==> config.mk <==
export PLATFORM = sky130hd
export DESIGN_NAME = vram_arbiter
export DESIGN_NICKNAME = d
export VERILOG_FILES = /design/src/rtl/vram_pkg.sv /design/src/rtl/vram_arbiter.sv
export SDC_FILE = /design/constraint.sdc
export NUM_CORES = 1
export LEC_CHECK = 0
export CELL_PAD_IN_SITES_DETAIL_PLACEMENT = 0
export CELL_PAD_IN_SITES_GLOBAL_PLACEMENT = 1
export CORE_ASPECT_RATIO = 0.8
export CORE_MARGIN = 3
export CORE_UTILIZATION = 46
export DETAILED_ROUTE_END_ITERATION = 6
export DONT_BUFFER_PORTS = 1
export PLACE_DENSITY = 0.87
export SLEW_MARGIN = 10
export SYNTH_ARGS = -nofsm -noshare
export SYNTH_HDL_FRONTEND = slang
export SYNTH_SLANG_ARGS = --single-unit
==> constraint.sdc <==
create_clock -name clk -period 4.2 [get_ports clk]
set_input_delay 0.63 -clock clk [delete_from_list [all_inputs] [get_ports clk]]
set_output_delay 0.63 -clock clk [all_outputs]
set_load 0.005 [all_outputs]
==> src/rtl/vram_pkg.sv <==
// Shared VRAM definitions: CPU op codes, arbiter FSM encoding and geometry.
// Used by the arbiter, the CPU draw engine and the video scan-out.
package vram_pkg;

    localparam int unsigned VRAM_AW = 13;
    localparam int unsigned PIX_W   = 2;

    typedef enum logic [1:0] {
        OP_READ  = 2'd0,
        OP_WRITE = 2'd1,
        OP_XOR   = 2'd2,
        OP_RSVD  = 2'd3
    } cpu_op_e;

    typedef enum logic {
        ARB = 1'b0,
        XWB = 1'b1
    } arb_state_e;

endpackage

==> src/rtl/vram_arbiter.sv <==
// Single-port VRAM arbiter: display scan-out normally wins, a starvation counter
// guarantees CPU progress, and CPU XOR is done as read then write-back cycle.
module vram_arbiter
    import vram_pkg::*;
#(
    parameter int unsigned MAX_WAIT = 4,
    parameter int unsigned HPOS_W   = 7,
    parameter int unsigned VPOS_W   = 6
) (
    input  logic                       clk,
    input  logic                       rst_n,
    input  logic                       disp_req,
    input  logic [HPOS_W-1:0]          disp_hpos,
    input  logic [VPOS_W-1:0]          disp_vpos,
    output logic                       disp_rvalid,
    output logic [PIX_W-1:0]           disp_pixel,
    output logic                       disp_miss,
    input  logic                       cpu_req,
    input  logic [1:0]                 cpu_op,
    input  logic [HPOS_W-1:0]          cpu_hpos,
    input  logic [VPOS_W-1:0]          cpu_vpos,
    input  logic [PIX_W-1:0]           cpu_wdata,
    output logic                       cpu_gnt,
    output logic                       cpu_rvalid,
    output logic [PIX_W-1:0]           cpu_rdata,
    output logic                       cpu_collide,
    output logic                       busy,
    output logic [HPOS_W+VPOS_W-1:0]   mem_addr,
    output logic                       mem_we,
    output logic [PIX_W-1:0]           mem_din,
    input  logic [PIX_W-1:0]           mem_dout
);

    localparam int unsigned AW = HPOS_W + VPOS_W;
    localparam logic [3:0] MaxWait = 4'(MAX_WAIT);

    arb_state_e        state_q, state_d;
    logic [3:0]        starve_q, starve_d;
    logic [AW-1:0]     xor_addr_q;
    logic [PIX_W-1:0]  xor_wdata_q;
    logic              disp_rd_q;
    logic              cpu_rd_q;
    logic [PIX_W-1:0]  pix_q;

    logic              disp_win;
    logic              cpu_win;
    cpu_op_e           op;

    assign op = cpu_op_e'(cpu_op);

    always_comb begin
        state_d   = state_q;
        starve_d  = starve_q;
        disp_win  = 1'b0;
        cpu_win   = 1'b0;
        cpu_gnt   = 1'b0;
        disp_miss = 1'b0;
        busy      = 1'b0;
        mem_addr  = '0;
        mem_we    = 1'b0;
        mem_din   = '0;
        case (state_q)
            ARB: begin
                cpu_win   = cpu_req && (!disp_req || (starve_q >= MaxWait));
                disp_win  = disp_req && !cpu_win;
                cpu_gnt   = cpu_win;
                disp_miss = disp_req && cpu_win;
                if (disp_win) begin
                    mem_addr = {disp_vpos, disp_hpos};
                end else if (cpu_win) begin
                    mem_addr = {cpu_vpos, cpu_hpos};
                    if (op == OP_WRITE) begin
                        mem_we  = 1'b1;
                        mem_din = cpu_wdata;
                    end
                    if (op == OP_XOR) begin
                        state_d = XWB;
                    end
                end
                if (cpu_req && !cpu_win) begin
                    starve_d = (starve_q == 4'hf) ? starve_q : starve_q + 4'd1;
                end else begin
                    starve_d = '0;
                end
            end
            XWB: begin
                // CPU owns this cycle: write back the XOR of the old pixel just read.
                busy      = 1'b1;
                disp_miss = disp_req;
                mem_addr  = xor_addr_q;
                mem_we    = 1'b1;
                mem_din   = mem_dout ^ xor_wdata_q;
                state_d   = ARB;
                if (!cpu_req) begin
                    starve_d = '0;
                end
            end
            default: state_d = ARB;
        endcase
    end

    assign cpu_rvalid  = cpu_rd_q || busy;
    assign cpu_rdata   = cpu_rvalid ? mem_dout : '0;
    assign cpu_collide = busy && (mem_dout != '0) && (xor_wdata_q != '0);
    assign disp_rvalid = disp_rd_q;
    assign disp_pixel  = disp_rd_q ? mem_dout : pix_q;

    always_ff @(posedge clk or negedge rst_n) begin
        if (!rst_n) begin
            state_q     <= ARB;
            starve_q    <= '0;
            xor_addr_q  <= '0;
            xor_wdata_q <= '0;
            disp_rd_q   <= 1'b0;
            cpu_rd_q    <= 1'b0;
            pix_q       <= '0;
        end else begin
            state_q   <= state_d;
            starve_q  <= starve_d;
            disp_rd_q <= disp_win;
            cpu_rd_q  <= cpu_win && ((op == OP_READ) || (op == OP_RSVD));
            if (cpu_win && (op == OP_XOR)) begin
                xor_addr_q  <= {cpu_vpos, cpu_hpos};
                xor_wdata_q <= cpu_wdata;
            end
            if (disp_rd_q) begin
                pix_q <= mem_dout;
            end
        end
    end

endmodule
* Yosys cells after proc, flatten, opt, wreduce, memory -nomap -nowiden
Index checks and enable logic that the tools add are counted.
** Cells by class
- Add/subtract/negate cells :: 1
- Magnitude comparators :: 1
- Eq/ne operators :: 6
- Mux-type cells :: 25
- Bitwise operators :: 2
- Reductions and logical operators :: 17
** Operators with widths (count)
- 2-to-1 mux 13 bit :: 2
- case mux 13 bit (2 select lines) :: 1
- 2-to-1 mux 4 bit :: 3
- 2-to-1 mux 2 bit :: 5
- 2-to-1 mux 1 bit :: 9
- logical AND 1 bit :: 8
- case mux 4 bit (2 select lines) :: 1
- case mux 1 bit (2 select lines) :: 3
- adder 4 x 1 -> 4 bit (second input constant) :: 1
- equality test 2 bit (second input constant) :: 2
- equality test 4 bit (second input constant) :: 1
- >= comparator 4 x 3 -> 1 bit (second input constant) :: 1
- case mux 2 bit (2 select lines) :: 1
- nonzero test 2 bit :: 2
- logical OR 1 bit :: 3
- != test 3 bit (second input constant) :: 1
- equality test 2 x 1 -> 1 bit (second input constant) :: 1
- logical NOT 1 bit :: 2
- logical NOT 2 bit :: 1
- != test 2 bit (second input constant) :: 1
- AND reduction 2 bit :: 1
- bitwise XOR 2 bit :: 1
- inverter 1 bit :: 1
** Word-level totals
- Register bits :: 24
- Output and inout port bits :: 26
- Logic and storage cells :: 59

* Depth between registers and ports, before layout
- Word-level depth :: 7
- Depth in mapped cells :: 6
- Depth with buffers taken out :: 4

* Least setup slack after synthesis
Ideal clock, no wire load.
- Path kind :: input port to output port
- From :: input disp_req
- To :: output mem_addr[10]
- Arrival :: 1489 ps
- Slack :: 2081 ps
- Cell stages on the path :: 4
- Path through :: nor3b_4 nor3b_2 buf_2 a221o_1
** Between the ends
- Word-level cells in the longest chain between the ends :: 7
- Elaborated cells between the ends (all ways) :: 8
** Ends and longest elaborated chain
- from (decl) :: RTL line vram_arbiter.sv:12 : input logic disp_req,
- logical NOT 1 bit :: RTL line vram_arbiter.sv:64 : cpu_win = cpu_req && (!disp_req || (starve_q >= MaxWait));
- logical OR 1 bit :: RTL line vram_arbiter.sv:64
- logical AND 1 bit :: RTL line vram_arbiter.sv:64
- logical NOT 1 bit :: RTL line vram_arbiter.sv:65 : disp_win = disp_req && !cpu_win;
- logical AND 1 bit :: RTL line vram_arbiter.sv:65
- 2-to-1 mux 13 bit (*) :: RTL line vram_arbiter.sv:68 : if (disp_win) begin
- case mux 13 bit (2 select lines) (*) :: RTL line vram_arbiter.sv:62 : case (state_q)
- to (decl) :: RTL line vram_arbiter.sv:28 : output logic [HPOS_W+VPOS_W-1:0] mem_addr,
Mark *: on every way between the ends. The rest lies on a longest branch, timed or not.

* Worst setup path after layout
- From :: register state_q
- To :: output mem_addr[12]
** Between the ends
- Word-level cells in the longest chain between the ends :: 2
** Ends and longest elaborated chain
- from (decl) :: RTL line vram_arbiter.sv:37 : arb_state_e state_q, state_d;
- from (signal assigned) :: RTL line vram_arbiter.sv:118 : state_q <= state_d;
- inverter 1 bit
- case mux 13 bit (2 select lines) (*) :: RTL line vram_arbiter.sv:62
Marks and branches as above.

==> metrics.csv <==
metric,value,unit
cpPeakStageDelay,930,ps
die_y,54.5,µm
dp_hpwl,1950,µm
final-seq-area,601,µm²
worst_ep_arrival_time,2230,ps
setup_tns,0,ps
synthTopCellsByArea,"dfrtp_1 (44%), mux2_4 (10%), a221o_1 (9.6%), and2_1 (7.4%), mux2_2 (6.6%)",
pwr-share-comb,17.1,%
rows,16,
fmax,349,MHz
worst_pin_slew,974,ps
root_buffer,clkbuf_8,
p_total,0.000537,W
fill_cells,231,
clock_latency,260,ps
synth_top_area_share,44.3,%
slew_headroom,34.8,%
area_delta_synth_final,5.08,%
holdBufCountCts,0,
crit_family,simple AND/OR/NAND/NOR gates,
io_pins,62,
ys_seq_elements,24,
end_kind,output pin,
antenna_found_initial,0,
numCtsBuffers,3,
crit_chain,nor3b_2 > a221o_1,
post-route-period-util,68.2,%
p_per_area,377,nW/µm²
power.switching,0.000124,W
outcome,finished clean,
seq_power_share,54.2,%
grt_start_max_net_pins,32,
hold_viol_final,0,
clk_pin_slew_worst_paths,80,ps
io_buffers,0,
grt_overflow,0,
synth.avg_cell_area,12.4,µm²
multi_input_area,708,µm²
wl,2670,µm
die_x,66.7,µm
leakagePower,0.632,nW
required,3570,ps
antennaDiodeCount,0,
clockBufferDepth,2,
via_count,857,
fin_skew,0.833,ps
cts.repair.resized,0,
synth_top_area_cell,dfrtp_1,
path_buf_inv,0,
initial_core_util,51.7,%
first_pass_iters,4,
drive_gt1_share,25.5,%
postCtsSetupBuffers,0,
synth.most_common_cell,dfrtp_1,
synthArstFlopShare,100,%
cpMaxStageDelayCell,nor3b_2,
gp_congestion,0.666,
rsz0062_at_grt,no,
netlist_area,1360,µm²
synth.distinct_cells,27,
p_int,0.000413,W
track_usage,16.1,%
worstHoldPathType,input pin to asynchronous set/reset pin,
pwr-share-clk,28.7,%
drv_cap,0,
syn_nets,148,
first_iter_violations,24,
wire_per_inst,18.8,µm
worstSetupPathType,flop to output pin,
fp.dieArea,3640,µm²
cts_sinks,24,
drtAntennaViolNets,0,
synthCells,109,
nets,146,
vias_per_cell,6.04,
ys.flop_type,dfrtp_1,
synth_seq_area_share,44.3,%
power.share.switching,23.1,%
fin_crit,2860,ps
slew_viol_final,0,
yosys-top-cells-count,"dfrtp_1 (24), and2_1 (16), a221o_1 (13)",
ir_drop,0.164,mV
ys_warn_count,0,
setup.worst_path.start_class,flop,
synth_edf_count,0,
crit_fanout,31,
grt_pass1_wl,4260,µm
core-area,2620,µm²
setup_viol,0,
drc,0,
grt_pass1_vias,926,
cts-htree-levels,1,
cts_tree,done,
## worst paths after layout
kind / startpoint / endpoint / slack [ps] / cells past startpoint
min: rst_n / xor_wdata_q[0] / 50 / 0
max: state_q / mem_addr[12] / 1340 / 2
max in group asynchronous: rst_n / xor_addr_q[10] / 4080 / 0
min reg2reg: xor_addr_q[9] / xor_addr_q[9] / 500 / 1
max reg2reg: state_q / cpu_rd_q / 2260 / 2
min in group clk: xor_addr_q[9] / xor_addr_q[9] / 500 / 1
## flip-flops by register name (all words and copies together), names as in the netlist
register     flops
starve_q         4
state_q          1
pix_q            2
xor_addr_q      13
cpu_rd_q         1
disp_rvalid      1
xor_wdata_q      2
## final cells by class
cell class,count,area share [%]
Multi-Input combinational cell,75,49.7
Sequential cell,24,42.2
Clock buffer,4,3.87
Tap cell,36,3.16
Timing Repair Buffer,1,0.527
Inverter,2,0.527
## cell families after synthesis
family | count (synthesis) | share of synthesized area (%)
and+or+nand+nor | 31 | 15.9
muxes | 17 | 16.6
buffers and inverters | 10 | 4.06
adders and majority gates | 3 | 2.77
DFF | 24 | 44.3
AOI/OAI and AO/OA | 22 | 15.1
xor gates and xnor gates | 2 | 1.29
## metrics by stage
step	util (%)	area [µm²]	hold slack, ps	instances	setup slack [ps]
2_1_floorplan	-	1360	334	109	2080
3_3_place_gp	52.2	1370	335	138	1640
6_report	54.3	1420	50.5	142	1340
3_5_place_dp	52.2	1370	335	138	1580
4_1_cts	54.3	1420	42.4	142	1270
5_1_grt	54.3	1420	29.7	142	1110
## metal layers
| metal | part of all wire [%] | vias up | wire (µm) | GRT usage, % |
|---|---|---|---|---|
| met3 | 13 | 4 | 335 | 7.60 |
| met1 | 41 | 419 | 1080 | 19.1 |
| met2 | 46 | 38 | 1240 | 26.3 |
| li1 | - | 396 | - | - |
| met5 | 0 | - | 0 | 0 |
| met4 | 0.56 | 0 | 15 | 5.07 |
## cells in the final DEF (no fill, tap or decap), types with 2 or more instances in the layout
cell,Yosys,routed
nor2b_1,2,2
nand3b_1,2,2
dfrtp_1,24,24
a21boi_0,3,3
mux2_2,8,8
nand2_1,4,4
a221o_1,13,13
a32o_1,2,2
mux2_4,9,9
inv_1,2,2
xor2_1,2,2
clkbuf_8,0,4
and2_1,16,16
ha_1,3,3
## worst reg2reg max path, delay by kind of cell (launching register included)
| family | cells | cell delay [ps] |
|---|---|---|
| and+or+nand+nor | 2 | 1170 |
| DFF | 1 | 710 |
## power groups by stage
stage | Combinational, W | Clock [W] | Sequential (W)
finish | 0.0000917 | 0.000154 | 0.000291
global route | 0.000102 | 0.000169 | 0.000297
CTS | 0.0000932 | 0.000159 | 0.000292
detailed placement | 0.0000935 | 0 | 0.000295
global placement | 0.0000903 | 0 | 0.000293
floorplan | 0.0000844 | 0 | 0.000287
Power figures use the tool's default switching activity.
==> RTL change 1, RTL diff (same settings) <==
Set the parameter `VPOS_W` to 12 (it was 6).
--- a/src/rtl/vram_arbiter.sv
+++ b/src/rtl/vram_arbiter.sv
@@ -7,3 +7,3 @@
     parameter int unsigned HPOS_W   = 7,
-    parameter int unsigned VPOS_W   = 6
+    parameter int unsigned VPOS_W   = 12
 ) (
Interface: changed (resized cpu_vpos, disp_vpos and mem_addr); port bits go from 62 to 80. No check against the original RTL was run, so the function may have changed too.
==> RTL change 1 against the original RTL <==
  * Routed wire length up 31%
  * Sequential cell count grew 6
  * Worst setup slack better by 400 ps
  * Clock skew is 2.4 ps higher
  * Count of clock-buffer cells in the layout increased by 2
  * Area after synthesis increased by 28%
  * Power increased by 33%
  * Synthesized cell count up 24%
  * Design area increased by 27%
  * Largest cell class unchanged
  * Highest routed layer unchanged
==> RTL change 1: results (changes against the original RTL) <==
.. list-table::
   :header-rows: 1

   * - Metric
     - Value
   * - Status
     - completed (unchanged)
   * - Regs by FF count
     - xor_addr_q x19, starve_q x4 (was xor_addr_q x13, starve_q x4)
   * - Number of maximum-capacitance constraint violations
     - 0 (unchanged)
   * - Largest net degree at the start of global routing
     - 37 (was 32)
   * - Diodes inserted
     - 0 (unchanged)
   * - Placed cell area
     - 1730 sq um (was 1369 sq um)
   * - Master cell of the clock root buffer
     - sky130_fd_sc_hd__clkbuf_8 (unchanged)
   * - R2R depth
     - 3 (was 2)
   * - Hold Vio Cnt, Final
     - 0 (unchanged)
   * - Number of antenna violations at the first check in global routing
     - 0 (unchanged)
   * - Count of TritonRoute iterations in the first routing pass
     - 4 (unchanged)
   * - Worst-path fanout max
     - 20 (was 31)
   * - Post-cts repair resize count
     - 0 (unchanged)
   * - Via count
     - 1096 (was 857)
   * - Number of buffers created by CTS
     - 5 (was 3)
   * - First DRT Iteration DRCs
     - 41 (was 24)
   * - Leak pwr
     - 0.8160 nW (was 0.6316 nW)
   * - Fraction of registers with async set or reset after synthesis
     - 100.0% (unchanged)
   * - Input/output buffers
     - 0 (unchanged)
   * - Detailed placer's ending HPWL
     - 2444 um (was 1951 um)
   * - Proportion of layout cells with a drive suffix above 1
     - 27.82% (was 25.47%)
   * - Clock transition at path regs
     - 60 ps (was 80 ps)
   * - Total Routing Usage GR
     - 15.96% (was 16.14%)
   * - First-pass GRT wire length
     - 5319 um (was 4264 um)
   * - Routed wire per std cell
     - 19.97 um (was 18.82 um)
   * - Number of nets in the final layout
     - 185 (was 146)
   * - Maximum number of buffers from clock root to sink
     - 2 (unchanged)
   * - Post-CTS setup buffers
     - 0 (unchanged)
   * - Final worst clock skew
     - 3.214 ps (was 0.8332 ps)
   * - Yosys warnings
     - 0 (unchanged)
   * - Most numerous cell types in the synthesized netlist
     - sky130_fd_sc_hd__dfrtp_1, sky130_fd_sc_hd__and2_1, sky130_fd_sc_hd__a221o_1, sky130_fd_sc_hd__mux2_4, sky130_fd_sc_hd__clkbuf_1 (was sky130_fd_sc_hd__dfrtp_1, sky130_fd_sc_hd__and2_1, sky130_fd_sc_hd__a221o_1, sky130_fd_sc_hd__mux2_4, sky130_fd_sc_hd__mux2_2)
   * - Synth cell types
     - 28 (was 27)
   * - Hold/Removal Path Class
     - input port to asynchronous set/reset pin (unchanged)
   * - Routability congestion estimate from global placement
     - 0.6464 (was 0.6662)
   * - Insertion delay to the later sink of the worst-skew pair
     - 260 ps (about the same)
   * - Share of synthesized area occupied by flip-flops and latches
     - 43.35% (was 44.32%)
   * - Worst slew margin relative to its limit
     - 48.03% (was 34.79%)
   * - Fill count
     - 322 (was 231)
   * - H-tree levels
     - 2 (was 1)
   * - Post-synth top flop
     - sky130_fd_sc_hd__dfrtp_1 (unchanged)
   * - Max IR drop VDD
     - 242.0 uV (was 164.3 uV)
   * - Area fraction of the dominant cell type after synthesis
     - 43.35% (was 44.32%)
   * - Cells taking the most area after synthesis
     - sky130_fd_sc_hd__dfrtp_1, sky130_fd_sc_hd__mux2_4, sky130_fd_sc_hd__a221o_1 (unchanged)
==> RTL change 1: final timing paths <==
| check | start | end | slack, ps |
|---|---|---|---|
| max | starve_q[2] | mem_addr[3] | 1740 |
| min | rst_n | xor_wdata_q[0] | 60 |
| max reg2reg | state_q | xor_addr_q[3] | 2410 |
| min reg2reg | xor_addr_q[17] | xor_addr_q[17] | 500 |
| max in group asynchronous | rst_n | xor_addr_q[0] | 4060 |
| min in group clk | xor_addr_q[17] | xor_addr_q[17] | 500 |
==> RTL change 1: cell type report <==
class                           instances  area share (%)
Sequential cell                        30           41.41
Clock buffer                            6           4.555
Timing Repair Buffer                    2          0.8282
Inverter                                2          0.4141
Multi-Input combinational cell         93           49.90
Tap cell                               42           2.899
==> RTL change 1: kinds of logic (layout without fill, tap and decap cells) <==
kind of cell	Yosys count	in the layout	share of synthesized area, %
AOI/OAI and AO/OA	28	28	15.25
muxes	23	23	19.07
adders and majority gates	3	3	2.168
DFF	30	30	43.35
and+or+nand+nor	37	37	14.45
xor gates and xnor gates	2	2	1.012
buffers and inverters	12	10	4.697
==> RTL change 1: layer usage <==
layer,vias to the layer above,part of all wire (%),track usage (%)
met1,543,44,20.10
met3,2,8.1,5.795
li1,498,-,-
met4,0,0.49,5.838
met2,53,47,25.41
met5,-,0,0
==> RTL change 1: power breakdown <==
group | internal, mW | leakage, nW | switching [mW]
Clock | 0.126 | 0.0431 | 0.0896
Sequential | 0.341 | 0.369 | 0.0282
Combinational | 0.0880 | 0.403 | 0.0437
Total | 0.555 | 0.816 | 0.162
==> RTL change 1: critical path: stages (launching register included) <==
cell and delay, ps:
sky130_fd_sc_hd__dfrtp_1 420, sky130_fd_sc_hd__o21ai_0 150, sky130_fd_sc_hd__and3b_1 690, sky130_fd_sc_hd__a221o_1 310
==> RTL change 1: per-stage QoR <==
| stage | instances | setup slack [ps] | hold slack (ps) | util [%] | total power [mW] |
|---|---|---|---|---|---|
| after global placement | 169 | 1955 | 335.2 | 49.18 | 0.4990 |
| after global routing | 175 | 1550 | 31.19 | 51.53 | 0.7660 |
| after detailed placement | 169 | 1890 | 335.2 | 49.18 | 0.5052 |
| after CTS | 175 | 1714 | 41.55 | 51.53 | 0.7289 |
| final | 175 | 1741 | 56.86 | 51.53 | 0.7166 |
| after floorplan | 135 | 2147 | 334.4 | - | 0.4844 |
==> RTL change 2, RTL diff (same settings) <==
Without the edit above. Reset style: synchronous (`rst_n`), changed in one clocked block.
--- a/src/rtl/vram_arbiter.sv
+++ b/src/rtl/vram_arbiter.sv
@@ -107,3 +107,3 @@
 
-    always_ff @(posedge clk or negedge rst_n) begin
+    always_ff @(posedge clk) begin
         if (!rst_n) begin
Behaviour: differs if rst_n is asserted again (counterexample within 4 cycles, from zero or initial values and one cycle with rst_n low); with rst_n held inactive, the same outputs for 10 cycles.
==> RTL change 2 against the original RTL <==
  * Worst setup slack improved by 130 ps
  * Power decreased by 19%
  * Maximum frequency increased by 4.7%
  * Area after synthesis increased by 0.46%
  * First-iteration DRC count decreased by 13%
  * Sequential cell count unchanged
  * Sequential power decreased by 19%
  * Routed wire length increased by 4.0%
  * Via count increased by 16%
  * Critical path depth unchanged
  * Design area decreased by 1.6%
==> RTL change 2: results (changes against the original RTL) <==
.. list-table::
   :header-rows: 1

   * - Metric
     - Value
   * - Met2 track demand over resource in global routing
     - 28.29% (was 26.32%)
   * - Cells taking the most area after synthesis
     - sky130_fd_sc_hd__dfxtp_1, sky130_fd_sc_hd__mux2i_1, sky130_fd_sc_hd__nand2_1 (was sky130_fd_sc_hd__dfrtp_1, sky130_fd_sc_hd__mux2_4, sky130_fd_sc_hd__a221o_1)
   * - Worst reg2reg path endpoint
     - xor_addr_q[2] (was cpu_rd_q)
   * - Worst-path fanout max
     - 30 (was 31)
   * - Actual slew at the worst max-slew pin
     - 962.5 ps (was 973.9 ps)
   * - Final WL
     - 2778 um (was 2672 um)
   * - Leak pwr
     - 0.5451 nW (was 0.6316 nW)
   * - Routability congestion estimate from global placement
     - 0.6938 (was 0.6662)
   * - Hold/Removal Path Class
     - register to register (was input port to asynchronous set/reset pin)
   * - Fraction of registers with async set or reset after synthesis
     - 0% (was 100.0%)
   * - Worst Setup Slack post-DPL
     - 1722 ps (was 1578 ps)
   * - Stage delay of the slowest cell on the critical path
     - 960 ps (was 930 ps)
   * - Layout Area Growth over Synthesis
     - 2.941% (was 5.079%)
   * - Most numerous cell types in the synthesized netlist
     - sky130_fd_sc_hd__nand2_1, sky130_fd_sc_hd__dfxtp_1, sky130_fd_sc_hd__and2_1, sky130_fd_sc_hd__mux2i_1, sky130_fd_sc_hd__a221o_2 (was sky130_fd_sc_hd__dfrtp_1, sky130_fd_sc_hd__and2_1, sky130_fd_sc_hd__a221o_1, sky130_fd_sc_hd__mux2_4, sky130_fd_sc_hd__mux2_2)
   * - Max IR drop VDD
     - 188.1 uV (was 164.3 uV)
   * - Data buffer area share
     - 0.5357% (was 0.5272%)
   * - Routing usage on met3
     - 4.517% (was 7.598%)
   * - Placed cell area
     - 1346 sq um (was 1369 sq um)
   * - Sequential portion of the cell area
     - 34.29% (was 42.18%)
   * - Crit path launch
     - state_q (unchanged)
   * - Proportion of cell area occupied by multi-input gates
     - 57.50% (was 49.74%)
   * - Number of global-route vias before repair
     - 955 (was 926)
   * - Cells after synthesis
     - 148 (was 109)
   * - Family with the most delay on the worst path
     - flip-flops (was simple AND/OR/NAND/NOR gates)
   * - Total Routing Usage GR
     - 15.71% (was 16.14%)
   * - GR met1 Demand/Resource
     - 18.87% (was 19.07%)
   * - Synth cell types
     - 28 (was 27)
   * - Status
     - completed (unchanged)
   * - Die area
     - 3652 sq um (was 3637 sq um)
RTL change 2: routing by layer:
metal / share of wire (%) / wire [um]
met1: 44 / 1230
met2: 48 / 1335
met3: 7.2 / 200
met4: 0.47 / 13
met5: 0 / 0
RTL change 2: cell families after synthesis:
logic type | share of synthesized area [%]
multiplexers | 12.68
adder cells (fa/ha/maj) | 2.758
AND/OR/NAND/NOR | 26.66
flip-flops | 35.29
AO/OA/AOI/OAI | 15.17
buffers and inverters | 6.157
XOR/XNOR | 1.287
RTL change 2: power by group through the flow:
| stage | Sequential [mW] | Clock, mW | Combinational, mW |
|---|---|---|---|
| 2_1_floorplan | 0.240 | 0 | 0.0473 |
| 3_3_place_gp | 0.242 | 0 | 0.0457 |
| 3_5_place_dp | 0.242 | 0 | 0.0466 |
| 4_1_cts | 0.237 | 0.157 | 0.0467 |
| 5_1_grt | 0.238 | 0.167 | 0.0516 |
| 6_report | 0.237 | 0.150 | 0.0460 |
